==> src/rtl/coherence_bus_arbiter_if.sv <==
`default_nettype none
// ---------------------------------------------------------------------------
// coherence_bus_arbiter_if : request/grant bundle between the cache
// controllers, the bus FSM and the coherence bus arbiter.
// Revision: 1.0
// ---------------------------------------------------------------------------
interface coherence_bus_arbiter_if #(
  parameter int ADDR_W = 13
);
  logic              req_0;
  logic [1:0]        op_0;
  logic [ADDR_W-1:0] addr_0;
  logic              req_1;
  logic [1:0]        op_1;
  logic [ADDR_W-1:0] addr_1;
  logic              done;

  logic              gnt_0;
  logic              gnt_1;
  logic              bus_valid;
  logic [1:0]        bus_op;
  logic [ADDR_W-1:0] bus_addr;
  logic              bus_owner;
  logic              timeout_err;

  // Requesters and the bus FSM drive the inputs and observe the grant side.
  modport master (
    output req_0, op_0, addr_0, req_1, op_1, addr_1, done,
    input  gnt_0, gnt_1, bus_valid, bus_op, bus_addr, bus_owner, timeout_err
  );

  modport slave (
    input  req_0, op_0, addr_0, req_1, op_1, addr_1, done,
    output gnt_0, gnt_1, bus_valid, bus_op, bus_addr, bus_owner, timeout_err
  );
endinterface
`default_nettype wire

==> src/rtl/coherence_bus_arbiter.sv <==
`default_nettype none
// ---------------------------------------------------------------------------
// coherence_bus_arbiter : round-robin owner selection for the snooping bus,
// with latched op/address and a watchdog-forced release.
// Revision: 1.0
// ---------------------------------------------------------------------------
module coherence_bus_arbiter #(
  parameter int ADDR_W      = 13,
  parameter int TIMEOUT_CYC = 16
) (
  input  logic                   clk,
  input  logic                   rst_n,
  coherence_bus_arbiter_if.slave bus_io
);

  localparam int              WD_W         = $clog2(TIMEOUT_CYC);
  localparam logic [WD_W-1:0] C_WD_MAX     = WD_W'(TIMEOUT_CYC - 1);
  localparam logic [1:0]      C_OP_ILLEGAL = 2'b00;

  typedef enum logic [1:0] {
    S_IDLE    = 2'd0,
    S_BUSY    = 2'd1,
    S_RELEASE = 2'd2
  } state_e;

  state_e            state_q;
  logic              ptr_q;
  logic [WD_W-1:0]   wd_q;
  logic              gnt_0_q;
  logic              gnt_1_q;
  logic              valid_q;
  logic [1:0]        op_q;
  logic [ADDR_W-1:0] addr_q;
  logic              owner_q;
  logic              tmo_q;

  logic w_elig_0;
  logic w_elig_1;
  logic w_win_1;

  assign w_elig_0 = bus_io.req_0 && (bus_io.op_0 != C_OP_ILLEGAL);
  assign w_elig_1 = bus_io.req_1 && (bus_io.op_1 != C_OP_ILLEGAL);
  // cpu1 wins when it is alone, or when both contend and the pointer names it.
  assign w_win_1  = w_elig_1 && (!w_elig_0 || ptr_q);

  always_ff @(posedge clk or negedge rst_n) begin
    if (!rst_n) begin
      state_q <= S_IDLE;
      ptr_q   <= 1'b0;
      wd_q    <= '0;
      gnt_0_q <= 1'b0;
      gnt_1_q <= 1'b0;
      valid_q <= 1'b0;
      op_q    <= '0;
      addr_q  <= '0;
      owner_q <= 1'b0;
      tmo_q   <= 1'b0;
    end else begin
      tmo_q <= 1'b0;
      case (state_q)
        S_IDLE: begin
          wd_q <= '0;
          if (w_elig_0 || w_elig_1) begin
            state_q <= S_BUSY;
            gnt_0_q <= !w_win_1;
            gnt_1_q <= w_win_1;
            valid_q <= 1'b1;
            owner_q <= w_win_1;
            op_q    <= w_win_1 ? bus_io.op_1   : bus_io.op_0;
            addr_q  <= w_win_1 ? bus_io.addr_1 : bus_io.addr_0;
          end else begin
            gnt_0_q <= 1'b0;
            gnt_1_q <= 1'b0;
            valid_q <= 1'b0;
            owner_q <= 1'b0;
            op_q    <= '0;
            addr_q  <= '0;
          end
        end

        S_BUSY: begin
          // done takes precedence over a simultaneous watchdog expiry.
          if (bus_io.done || (wd_q == C_WD_MAX)) begin
            state_q <= S_RELEASE;
            tmo_q   <= !bus_io.done;
            ptr_q   <= !owner_q;
            gnt_0_q <= 1'b0;
            gnt_1_q <= 1'b0;
            valid_q <= 1'b0;
            owner_q <= 1'b0;
            op_q    <= '0;
            addr_q  <= '0;
            wd_q    <= '0;
          end else begin
            wd_q <= wd_q + 1'b1;
          end
        end

        S_RELEASE: begin
          state_q <= S_IDLE;
          wd_q    <= '0;
        end

        default: begin
          state_q <= S_IDLE;
          gnt_0_q <= 1'b0;
          gnt_1_q <= 1'b0;
          valid_q <= 1'b0;
          wd_q    <= '0;
        end
      endcase
    end
  end

  assign bus_io.gnt_0       = gnt_0_q;
  assign bus_io.gnt_1       = gnt_1_q;
  assign bus_io.bus_valid   = valid_q;
  assign bus_io.bus_op      = op_q;
  assign bus_io.bus_addr    = addr_q;
  assign bus_io.bus_owner   = owner_q;
  assign bus_io.timeout_err = tmo_q;

  a_gnt_exclusive : assert property (@(posedge clk) disable iff (!rst_n)
    !(gnt_0_q && gnt_1_q));
  a_valid_is_gnt  : assert property (@(posedge clk) disable iff (!rst_n)
    valid_q == (gnt_0_q || gnt_1_q));
  a_legal_op      : assert property (@(posedge clk) disable iff (!rst_n)
    valid_q |-> (op_q != C_OP_ILLEGAL));

endmodule
`default_nettype wire

==> src/flat_wrapper.sv <==
// flat-port wrapper written by rule: the top's interface ports become plain ports
module coherence_bus_arbiter_flat 
#(
  parameter int ADDR_W      = 13,
  parameter int TIMEOUT_CYC = 16
)
  (clk, rst_n, bus_io_req_0, bus_io_op_0, bus_io_addr_0, bus_io_req_1, bus_io_op_1, bus_io_addr_1, bus_io_done, bus_io_gnt_0, bus_io_gnt_1, bus_io_bus_valid, bus_io_bus_op, bus_io_bus_addr, bus_io_bus_owner, bus_io_timeout_err);
  coherence_bus_arbiter_if #(.ADDR_W(ADDR_W)) bus_io_i ();
  input  logic clk;
  input  logic rst_n;
  input wire logic [$bits(bus_io_i.req_0)-1:0] bus_io_req_0;
  input wire logic [$bits(bus_io_i.op_0)-1:0] bus_io_op_0;
  input wire logic [$bits(bus_io_i.addr_0)-1:0] bus_io_addr_0;
  input wire logic [$bits(bus_io_i.req_1)-1:0] bus_io_req_1;
  input wire logic [$bits(bus_io_i.op_1)-1:0] bus_io_op_1;
  input wire logic [$bits(bus_io_i.addr_1)-1:0] bus_io_addr_1;
  input wire logic [$bits(bus_io_i.done)-1:0] bus_io_done;
  output wire logic [$bits(bus_io_i.gnt_0)-1:0] bus_io_gnt_0;
  output wire logic [$bits(bus_io_i.gnt_1)-1:0] bus_io_gnt_1;
  output wire logic [$bits(bus_io_i.bus_valid)-1:0] bus_io_bus_valid;
  output wire logic [$bits(bus_io_i.bus_op)-1:0] bus_io_bus_op;
  output wire logic [$bits(bus_io_i.bus_addr)-1:0] bus_io_bus_addr;
  output wire logic [$bits(bus_io_i.bus_owner)-1:0] bus_io_bus_owner;
  output wire logic [$bits(bus_io_i.timeout_err)-1:0] bus_io_timeout_err;
  assign bus_io_i.req_0 = bus_io_req_0;
  assign bus_io_i.op_0 = bus_io_op_0;
  assign bus_io_i.addr_0 = bus_io_addr_0;
  assign bus_io_i.req_1 = bus_io_req_1;
  assign bus_io_i.op_1 = bus_io_op_1;
  assign bus_io_i.addr_1 = bus_io_addr_1;
  assign bus_io_i.done = bus_io_done;
  assign bus_io_gnt_0 = bus_io_i.gnt_0;
  assign bus_io_gnt_1 = bus_io_i.gnt_1;
  assign bus_io_bus_valid = bus_io_i.bus_valid;
  assign bus_io_bus_op = bus_io_i.bus_op;
  assign bus_io_bus_addr = bus_io_i.bus_addr;
  assign bus_io_bus_owner = bus_io_i.bus_owner;
  assign bus_io_timeout_err = bus_io_i.timeout_err;
  coherence_bus_arbiter #(.ADDR_W(ADDR_W), .TIMEOUT_CYC(TIMEOUT_CYC)) u_core (.clk(clk), .rst_n(rst_n), .bus_io(bus_io_i));
endmodule
==> config.mk <==
export PLATFORM = sky130hd
export DESIGN_NAME = coherence_bus_arbiter_flat
export DESIGN_NICKNAME = d
export VERILOG_FILES = /design/src/rtl/coherence_bus_arbiter_if.sv /design/src/rtl/coherence_bus_arbiter.sv /design/src/flat_wrapper.sv
export SDC_FILE = /design/constraint.sdc
export NUM_CORES = 1
export LEC_CHECK = 0
export ABC_AREA = 1
export CORE_MARGIN = 2
export CORE_UTILIZATION = 48
export CTS_BUF_LIST = sky130_fd_sc_hd__clkbuf_4
export DETAILED_ROUTE_END_ITERATION = 8
export HOLD_SLACK_MARGIN = 0.08
export PLACE_DENSITY = 0.88
export SLEW_MARGIN = 20
export SYNTH_ARGS = -nofsm -noshare
export SYNTH_HDL_FRONTEND = slang
export SYNTH_SLANG_ARGS = --single-unit
export TNS_END_PERCENT = 20
==> constraint.sdc <==
create_clock -name clk -period 3.3 [get_ports clk]
set_input_delay 0.495 -clock clk [delete_from_list [all_inputs] [get_ports clk]]
set_output_delay 0.495 -clock clk [all_outputs]
set_load 0.005 [all_outputs]
==> flow_metrics.env <==
export IMPL_status="finished clean"
export IMPL_cts_buffers=3
export IMPL_tns_ps=0
export IMPL_yosysUniqueCellTypes=22
export IMPL_area_delta_synth_final_pct=41.7
export IMPL_grt_pass1_vias=1257
export IMPL_cts_hold_buf=0
export IMPL_critPathRequiredTime_ps=2800
export IMPL_portBuffers=54
export IMPL_max_freq_mhz=567
export IMPL_ctsLongestPathBuffers=2
export IMPL_critPathCaptureType="primary output"
export IMPL_h_tree_depth=1
export IMPL_skew_ps=7.09
export IMPL_post_route_period_util_pct=53.5
export IMPL_syn_num_nets=200
export IMPL_fin_nets=255
export IMPL_seq_area_sq_um=676
export IMPL_ios=55
export IMPL_cts_sinks=27
export IMPL_critical_path_max_fanout=2
export IMPL_grt_usage_pct=22.5
export IMPL_routed_wl_microns=3400
export IMPL_antenna_found_initial=0
export IMPL_cp_slowest_cell="clkdlybuf4s50_1"
export IMPL_peakVddDrop_v=0.000510
export IMPL_syn_inst=164
export IMPL_syn_area_per_cell_sq_um=8.38
export IMPL_tightest_slew_ps=396
export IMPL_path_buf_inv=1
export IMPL_cp_depth=1
export IMPL_relSlewSlack_pct=73.5
export IMPL_worstSetupStartpointType="flip-flop"
export IMPL_path_class="reg2out"
export IMPL_rows=19
export IMPL_grt_overflow_total=0
export IMPL_place_area_sq_mm=0.00192
export IMPL_drt_iter0_markers=27
export IMPL_slowest_delay_ps=550
export IMPL_vias=1320
export IMPL_crit_family="buffers and inverters"
export IMPL_multiInputGateArea_sq_um=602
export IMPL_synth_warnings=0
export IMPL_holdPathStages=1
export IMPL_setup_ws_ps=1540
export IMPL_p_leak_nw=0.969
export IMPL_cts_tree="yes"
export IMPL_drive_gt1_share_pct=9.17
export IMPL_rsz0062_at_grt="false"
export IMPL_dr_pass1_iters=4
export IMPL_vias_per_cell=5.30
export IMPL_crit_chain="clkdlybuf4s50_1"
export IMPL_fin_util_pct=71.2
export IMPL_hp_class="reg2reg"
export IMPL_maxCapViolations=0
export IMPL_r2r_cells=8
export IMPL_hold_viol_final=0
export IMPL_drc=0
export IMPL_cts_resized=0
export IMPL_start_util_pct=50.3
export IMPL_dp_hpwl_microns=2570
export IMPL_setup_viol_count_final=0
export IMPL_insertion_delay_ps=330
export IMPL_die_area_sq_mm=0.00331
export IMPL_arrival_ps=1270
export IMPL_core_sq_mm=0.00273
export IMPL_cts_root_buf="clkbuf_4"
export IMPL_wl_per_cell_microns=13.6
export IMPL_dp_slack_ps=1420
export IMPL_die_h_microns=57.5
export IMPL_grt_max_degree=28
export IMPL_ant_nets=0
export IMPL_grt_pass1_wl_microns=5750
export IMPL_place_gp_congestion=0.805
export IMPL_diodes=0
export IMPL_drv_slew=0
export IMPL_postCtsSetupRepairBufs=0
export IMPL_design_area_sq_mm=0.00195
export IMPL_fillers=220
export IMPL_p_per_area_mw_per_mm2=685
export IMPL_synth_seq_area_share_pct=49.2
export IMPL_period_needed_ps=1760
export IMPL_synth_area_sq_mm=0.00137
export IMPL_clkTransAtPathRegs_ps=140
export IMPL_final_cell_mix="nand2_1 (60), clkdlybuf4s50_1 (54), dfrtp_1 (27)"
export IMPL_die_w_microns=57.5
export IMPL_final_common_cell="nand2_1"
export IMPL_ys_ff_latch=27
[flip-flops by register name, summed over array words and instances, names as in the netlist]
name and flops:
u_core.bus_io.gnt_1 1, u_core.bus_io.bus_valid 1, u_core.bus_io.timeout_err 1, u_core.wd_q 4, u_core.bus_io.bus_op 2, u_core.bus_io.bus_owner 1, u_core.state_q 2, u_core.bus_io.bus_addr 13
u_core.bus_io.gnt_0 1, u_core.ptr_q 1
[worst register-to-register path, delay by kind of cell (launching register included)]
kind          cells  cell delay [ps]
simple gates      6              720
flops             1              420
fa+ha+maj         1              240
buf+inv           1               60
[Yosys cell counts, drive strengths merged]
cell type | instances | area (sq um)
nand2 | 65 | 267
dfrtp | 27 | 676
nand3 | 25 | 138
inv | 14 | 52.6
nand4 | 11 | 68.8
nor2 | 10 | 73.8
buf | 5 | 43.8
nand3b | 2 | 15.0
o21ai | 2 | 10.0
ha | 1 | 12.5
xnor2 | 1 | 8.76
xor2 | 1 | 8.76
[cell type report]
cell class / instances / share of cell area [%]
Multi-Input combinational cell: 118 / 30.9
Clock buffer: 4 / 1.54
Sequential cell: 27 / 34.7
Timing Repair Buffer: 55 / 28.1
Inverter: 14 / 2.70
Tap cell: 31 / 1.99
[stage by stage]
step,power (mW),hold WS (ps),std cells
2_1_floorplan,0.861,199,164
3_3_place_gp,1.16,450,245
3_5_place_dp,1.19,457,245
4_1_cts,1.34,476,249
5_1_grt,1.44,498,249
6_report,1.33,475,249
[where the power goes]
part / internal [mW] / switching [mW] / total [mW]
Clock: 0.0557 / 0.0986 / 0.154
Combinational: 0.322 / 0.316 / 0.638
Sequential: 0.458 / 0.0833 / 0.541
Total: 0.836 / 0.498 / 1.33
[worst paths after layout]
kind                                                        start                                    end  slack (ps)
hold / removal                           u_core.wd_q[0]$_DFF_PN0_               u_core.wd_q[0]$_DFF_PN0_         480
setup reg to reg                         u_core.wd_q[0]$_DFF_PN0_  u_core.bus_io.bus_addr[5]$_DFFE_PN0P_        1810
hold reg to reg                          u_core.wd_q[0]$_DFF_PN0_               u_core.wd_q[0]$_DFF_PN0_         480
setup / recovery           u_core.bus_io.bus_addr[11]$_DFFE_PN0P_                    bus_io_bus_addr[11]        1540
max in group asynchronous                                   rst_n    u_core.bus_io.bus_owner$_DFFE_PN0P_        2530
min in group asynchronous                                   rst_n               u_core.wd_q[3]$_DFF_PN0_         510
[logic make-up (layout without fill, tap and decap cells)]
logic type	Yosys count	count (layout)	share of synthesized area [%]
and+or+nand+nor	113	113	40.9
xor gates and xnor gates	2	2	1.28
DFF	27	27	49.2
AOI/OAI and AO/OA	2	2	0.729
adders and majority gates	1	1	0.911
buffers and inverters	19	73	7.01
[metal layers]
layer / track usage [%] / vias to the layer above / wire length (microns)
met5: 0 / - / 0
met4: 8.64 / 0 / 42
met3: 4.08 / 4 / 162
met2: 36.9 / 43 / 1720
met1: 29.5 / 631 / 1470
li1: - / 642 / -
No activity file was read; power rests on OpenSTA's default activity.
==> variant 1, RTL diff (same flow settings) <==
`ADDR_W` is set to 13 in 3 places; all go to 12.
--- a/src/rtl/coherence_bus_arbiter_if.sv
+++ b/src/rtl/coherence_bus_arbiter_if.sv
@@ -6,5 +6,5 @@
 // ---------------------------------------------------------------------------
 interface coherence_bus_arbiter_if #(
-  parameter int ADDR_W = 13
+  parameter int ADDR_W = 12
 );
   logic              req_0;
--- a/src/rtl/coherence_bus_arbiter.sv
+++ b/src/rtl/coherence_bus_arbiter.sv
@@ -6,5 +6,5 @@
 // ---------------------------------------------------------------------------
 module coherence_bus_arbiter #(
-  parameter int ADDR_W      = 13,
+  parameter int ADDR_W      = 12,
   parameter int TIMEOUT_CYC = 16
 ) (
--- a/src/flat_wrapper.sv
+++ b/src/flat_wrapper.sv
@@ -2,5 +2,5 @@
 module coherence_bus_arbiter_flat 
 #(
-  parameter int ADDR_W      = 13,
+  parameter int ADDR_W      = 12,
   parameter int TIMEOUT_CYC = 16
 )
Interface: changed (resized bus_io_addr_0, bus_io_addr_1 and bus_io_bus_addr); port bits go from 55 to 52. No check against the original RTL was run, so the function may have changed too.
==> variant 1 against the original RTL <==
Sequential cell count fell by 1. Final area fell by 1.2%. Critical path depth rose by 8. Sequential share of layout area fell by 0.89 points. Non-clock buffer count fell by 3. Final cell count fell by 0.40%. Synthesized area fell by 1.1%. Setup slack got worse by 0.12 ns. Routed wire length fell by 7.3%. Total power rose by 2.0%. Critical endpoint is now u_core.bus_io.bus_addr[11]$_DFFE_PN0P_.
==> variant 1: results <==
export IMPL_worstSetupEndpointType="flop"
export IMPL_synth_seq_area_share_pct=47.9
export IMPL_drt_iter0_markers=30
export IMPL_cts_resized=0
export IMPL_grt_use_met2_pct=35.6
export IMPL_dpl_cell_area_um2=1870
export IMPL_place_gp_congestion=0.848
export IMPL_synth_commonest_cells="58 x nand2_1, 26 x dfrtp_1, 22 x inv_1, 16 x nand3_1, 11 x nand3b_1"
export IMPL_max_slew_margin_rel_pct=72.2
export IMPL_postCtsHoldBufs=0
export IMPL_yosysWarnings=0
export IMPL_worst_r2r_cell_count=7
export IMPL_avgSynthCellArea_um2=8.19
export IMPL_rrSetupSlack_ns=1.70
export IMPL_pre_cts_ws_ns=1.09
export IMPL_diodes=0
export IMPL_reg2reg_from="u_core.ptr_q$_DFFE_PN0P_"
export IMPL_min_to="u_core.wd_q[0]$_DFF_PN0_"
export IMPL_outcome="completed"
export IMPL_mappedNetlistNets=200
export IMPL_nets=252
export IMPL_synth_area_leaders="dfrtp_1 48%, nand2_1 16%, inv_1 6.1%, nand3b_1 6.1%, nand3_1 5.9%"
export IMPL_max_freq_mhz=531
export IMPL_hold_start="u_core.wd_q[0]$_DFF_PN0_"
export IMPL_use_met3_pct=2.27
export IMPL_use_met1_pct=28.5
export IMPL_portBuffers=51
export IMPL_dp_hpwl_um=2280
export IMPL_cts_made_buffers=3
export IMPL_cts_root_buffer="clkbuf_4"
export IMPL_post_drt_wl_per_cell_um=12.7
export IMPL_p_leak_nw=0.984
export IMPL_min_path_type="reg2reg"
export IMPL_first_pass_iters=4
export IMPL_synth_distinct_cells=20
export IMPL_largest_reg_flops=12
export IMPL_grt_pass1_vias=1190
export IMPL_worstPathArrival_ns=2.16
export IMPL_h_tree_depth=1
export IMPL_cpPeakStageDelay_ns=0.48
export IMPL_crit_slowest_cell="clkdlybuf4s50_1"
export IMPL_cp_endpoint="u_core.bus_io.bus_addr[11]$_DFFE_PN0P_"
export IMPL_via_per_inst=4.92
export IMPL_track_usage_pct=21.1
export IMPL_vdd_drop_max_v=0.000477
export IMPL_path_max_fanout=15
export IMPL_final_layout_size_suffix_gt1_share_pct=7.83
export IMPL_grt_max_degree=27
export IMPL_clock_skew_ns=0.00638
export IMPL_worstSkewPairLatency_ns=0.32
export IMPL_min_path_cells=1
export IMPL_startpoint="bus_io_op_0[1]"
export IMPL_grt_pass1_wl_um=5380
-- variant 1: changes by cell type in the layout (fill, tap and decap cells not counted), moves of 2 or more --
cell	before	now
nand4_1	11	4
nor2_4	2	4
nand2_1	60	58
inv_2	4	1
o21ai_0	0	3
inv_1	10	22
o21ai_1	2	0
nand3b_1	2	11
nand3_1	24	16
clkdlybuf4s50_1	54	51
nand2_2	3	0
nand3_2	0	2
-- variant 1: final cells by class --
cell class | instances | area, µm²
Timing Repair Buffer | 52 | 518
Multi-Input combinational cell | 110 | 567
Clock buffer | 3 | 22.5
Clock inverter | 1 | 30.0
Inverter | 25 | 97.6
Sequential cell | 26 | 651
Tap cell | 31 | 38.8
Fill cell | 214 | 810
-- variant 1: metal layers --
| metal | routed length, µm | vias up |
|---|---|---|
| met5 | 0 | - |
| met4 | 21 | 0 |
| met3 | 135 | 2 |
| met2 | 1620 | 35 |
| met1 | 1370 | 569 |
| li1 | - | 613 |
-- variant 1: through the flow --
stage / hold slack (ns) / util, % / instances
final: 0.468 / 70.4 / 248
after global routing: 0.515 / 70.4 / 248
after CTS: 0.474 / 70.4 / 248
after detailed placement: 0.453 / 68.5 / 244
after global placement: 0.448 / 68.5 / 244
after floorplan: 0.199 / - / 166
-- variant 1: cells by family after synthesis --
logic type / synth area share, %
AND/OR/NAND/NOR: 38.4
buffers and inverters: 10.4
flip-flops: 47.9
AO/OA/AOI/OAI: 1.10
XOR/XNOR: 1.29
adder cells (fa/ha/maj): 0.921
-- variant 1: where the power goes --
part / switching [mW] / internal, mW / total, mW
registers: 0.0826 / 0.444 / 0.527
logic: 0.295 / 0.315 / 0.610
clock network: 0.100 / 0.123 / 0.223
-- variant 1: worst max-delay path, delay by kind of cell --
family	cells	cell delay (ns)
simple gates	6	0.99
buf+inv	3	0.67
==> variant 2, RTL diff (config.mk and constraints unchanged) <==
Without the edit above. The 3 states of `state_e` get a one-hot encoding in 3 bits.
--- a/src/rtl/coherence_bus_arbiter.sv
+++ b/src/rtl/coherence_bus_arbiter.sv
@@ -18,8 +18,8 @@
   localparam logic [1:0]      C_OP_ILLEGAL = 2'b00;
 
-  typedef enum logic [1:0] {
-    S_IDLE    = 2'd0,
-    S_BUSY    = 2'd1,
-    S_RELEASE = 2'd2
+  typedef enum logic [2:0] {
+    S_IDLE    = 3'b001,
+    S_BUSY    = 3'b010,
+    S_RELEASE = 3'b100
   } state_e;
 
Formal check against the unedited RTL: no difference found for any inputs over 10 cycles, from zero or initial values and one cycle with rst_n low; not proved beyond that.
==> variant 2 against the original RTL <==
Synthesized area up 8.8%. Setup slack lost 0.0061 ns. Total power grew 1.6%. Clock skew increased by 0.00060 ns. Routed wire length down 4.1%. Final area is 6.8% higher. Sequential cell count grew 1. Final cell count grew 6.8%. Largest cell class unchanged.
==> variant 2: results <==
export IMPL_mappedNetlistNets=213
export IMPL_startpoint="u_core.bus_io.bus_owner$_DFFE_PN0P_"
export IMPL_nFillCells=248
export IMPL_grt_max_degree=29
export IMPL_cp_endpoint="bus_io_bus_owner"
export IMPL_vdd_drop_max_v=0.000359
export IMPL_use_met3_pct=3.90
export IMPL_path_max_fanout=3
export IMPL_track_usage_pct=20.6
export IMPL_p_comb_share_pct=50.3
export IMPL_p_clk_share_pct=10.6
export IMPL_worst_r2r_cell_count=6
export IMPL_rrSetupSlack_ns=1.75
export IMPL_nets=270
export IMPL_outcome="completed"
export IMPL_dp_hpwl_um=2420
export IMPL_cpPeakStageDelay_ns=0.52
export IMPL_synth_commonest_cells="60 x nand2_1, 27 x dfrtp_1, 23 x inv_1, 19 x nand3_1, 8 x nand3b_1"
export IMPL_reg2reg_from="u_core.state_q[0]$_DFFE_PN1P_"
export IMPL_num_vias=1349
export IMPL_grt_pass1_wl_um=5640
export IMPL_synth_seq_area_share_pct=46.9
export IMPL_clock_skew_ns=0.00770
export IMPL_synth_area_leaders="dfrtp_1 45%, nand2_1 15%, nand3_1 6.4%, inv_1 5.8%, nor2_8 4.0%"
export IMPL_p_leak_nw=1.06
export IMPL_r2r_end="u_core.bus_io.bus_addr[6]$_DFFE_PN0P_"
export IMPL_post_drt_wl_per_cell_um=12.3
export IMPL_drt_met1_wl_um=1390
export IMPL_drt_iter0_markers=30
==> variant 2: changes by cell type after synthesis, sizes merged <==
cell,before,now
buf,5,3
dfstp,0,1
inv,14,28
nand3,25,20
nand3b,2,8
nand4,11,7
nor2,10,11
nor3,0,1
o21ai,2,3
==> variant 2: cell type report <==
| class | instances | share of cell area, % |
|---|---|---|
| timing repair buffer | 55 | 26.4 |
| clock inverter | 1 | 0.181 |
| tap | 33 | 1.99 |
| inverter | 28 | 5.17 |
| sequential | 28 | 33.8 |
| multi-input combinational | 118 | 31.5 |
| clock buffer | 3 | 1.08 |
==> variant 2: cell families after synthesis <==
logic type               synth area share [%]
AO/OA/AOI/OAI                            1.00
XOR/XNOR                                 1.17
adder cells (fa/ha/maj)                 0.837
buffers and inverters                    9.29
AND/OR/NAND/NOR                          40.8
flip-flops                               46.9
==> variant 2: worst min-delay path by stage <==
stage | endpoint | slack (ns) | cells after the start
3_3_place_gp | u_core.wd_q[0]$_DFF_PN0_ | 0.45 | 1
3_5_place_dp | u_core.bus_io.gnt_1$_DFFE_PN0P_ | 0.46 | 2
2_1_floorplan | u_core.bus_io.bus_addr[0]$_DFFE_PN0P_ | 0.20 | 0
4_1_cts | u_core.wd_q[0]$_DFF_PN0_ | 0.48 | 1
6_report | u_core.wd_q[0]$_DFF_PN0_ | 0.47 | 1
5_1_grt | u_core.bus_io.bus_valid$_DFFE_PN0P_ | 0.51 | 2
==> variant 2: through the flow <==
stage | setup slack, ns | power, mW | cells | area, µm²
floorplan | 2.06 | 0.927 | 177 | 1500
global placement | 1.49 | 1.20 | 262 | 2050
detailed placement | 1.42 | 1.22 | 262 | 2050
CTS | 1.52 | 1.36 | 266 | 2080
global route | 1.48 | 1.46 | 266 | 2080
finish | 1.53 | 1.36 | 266 | 2080
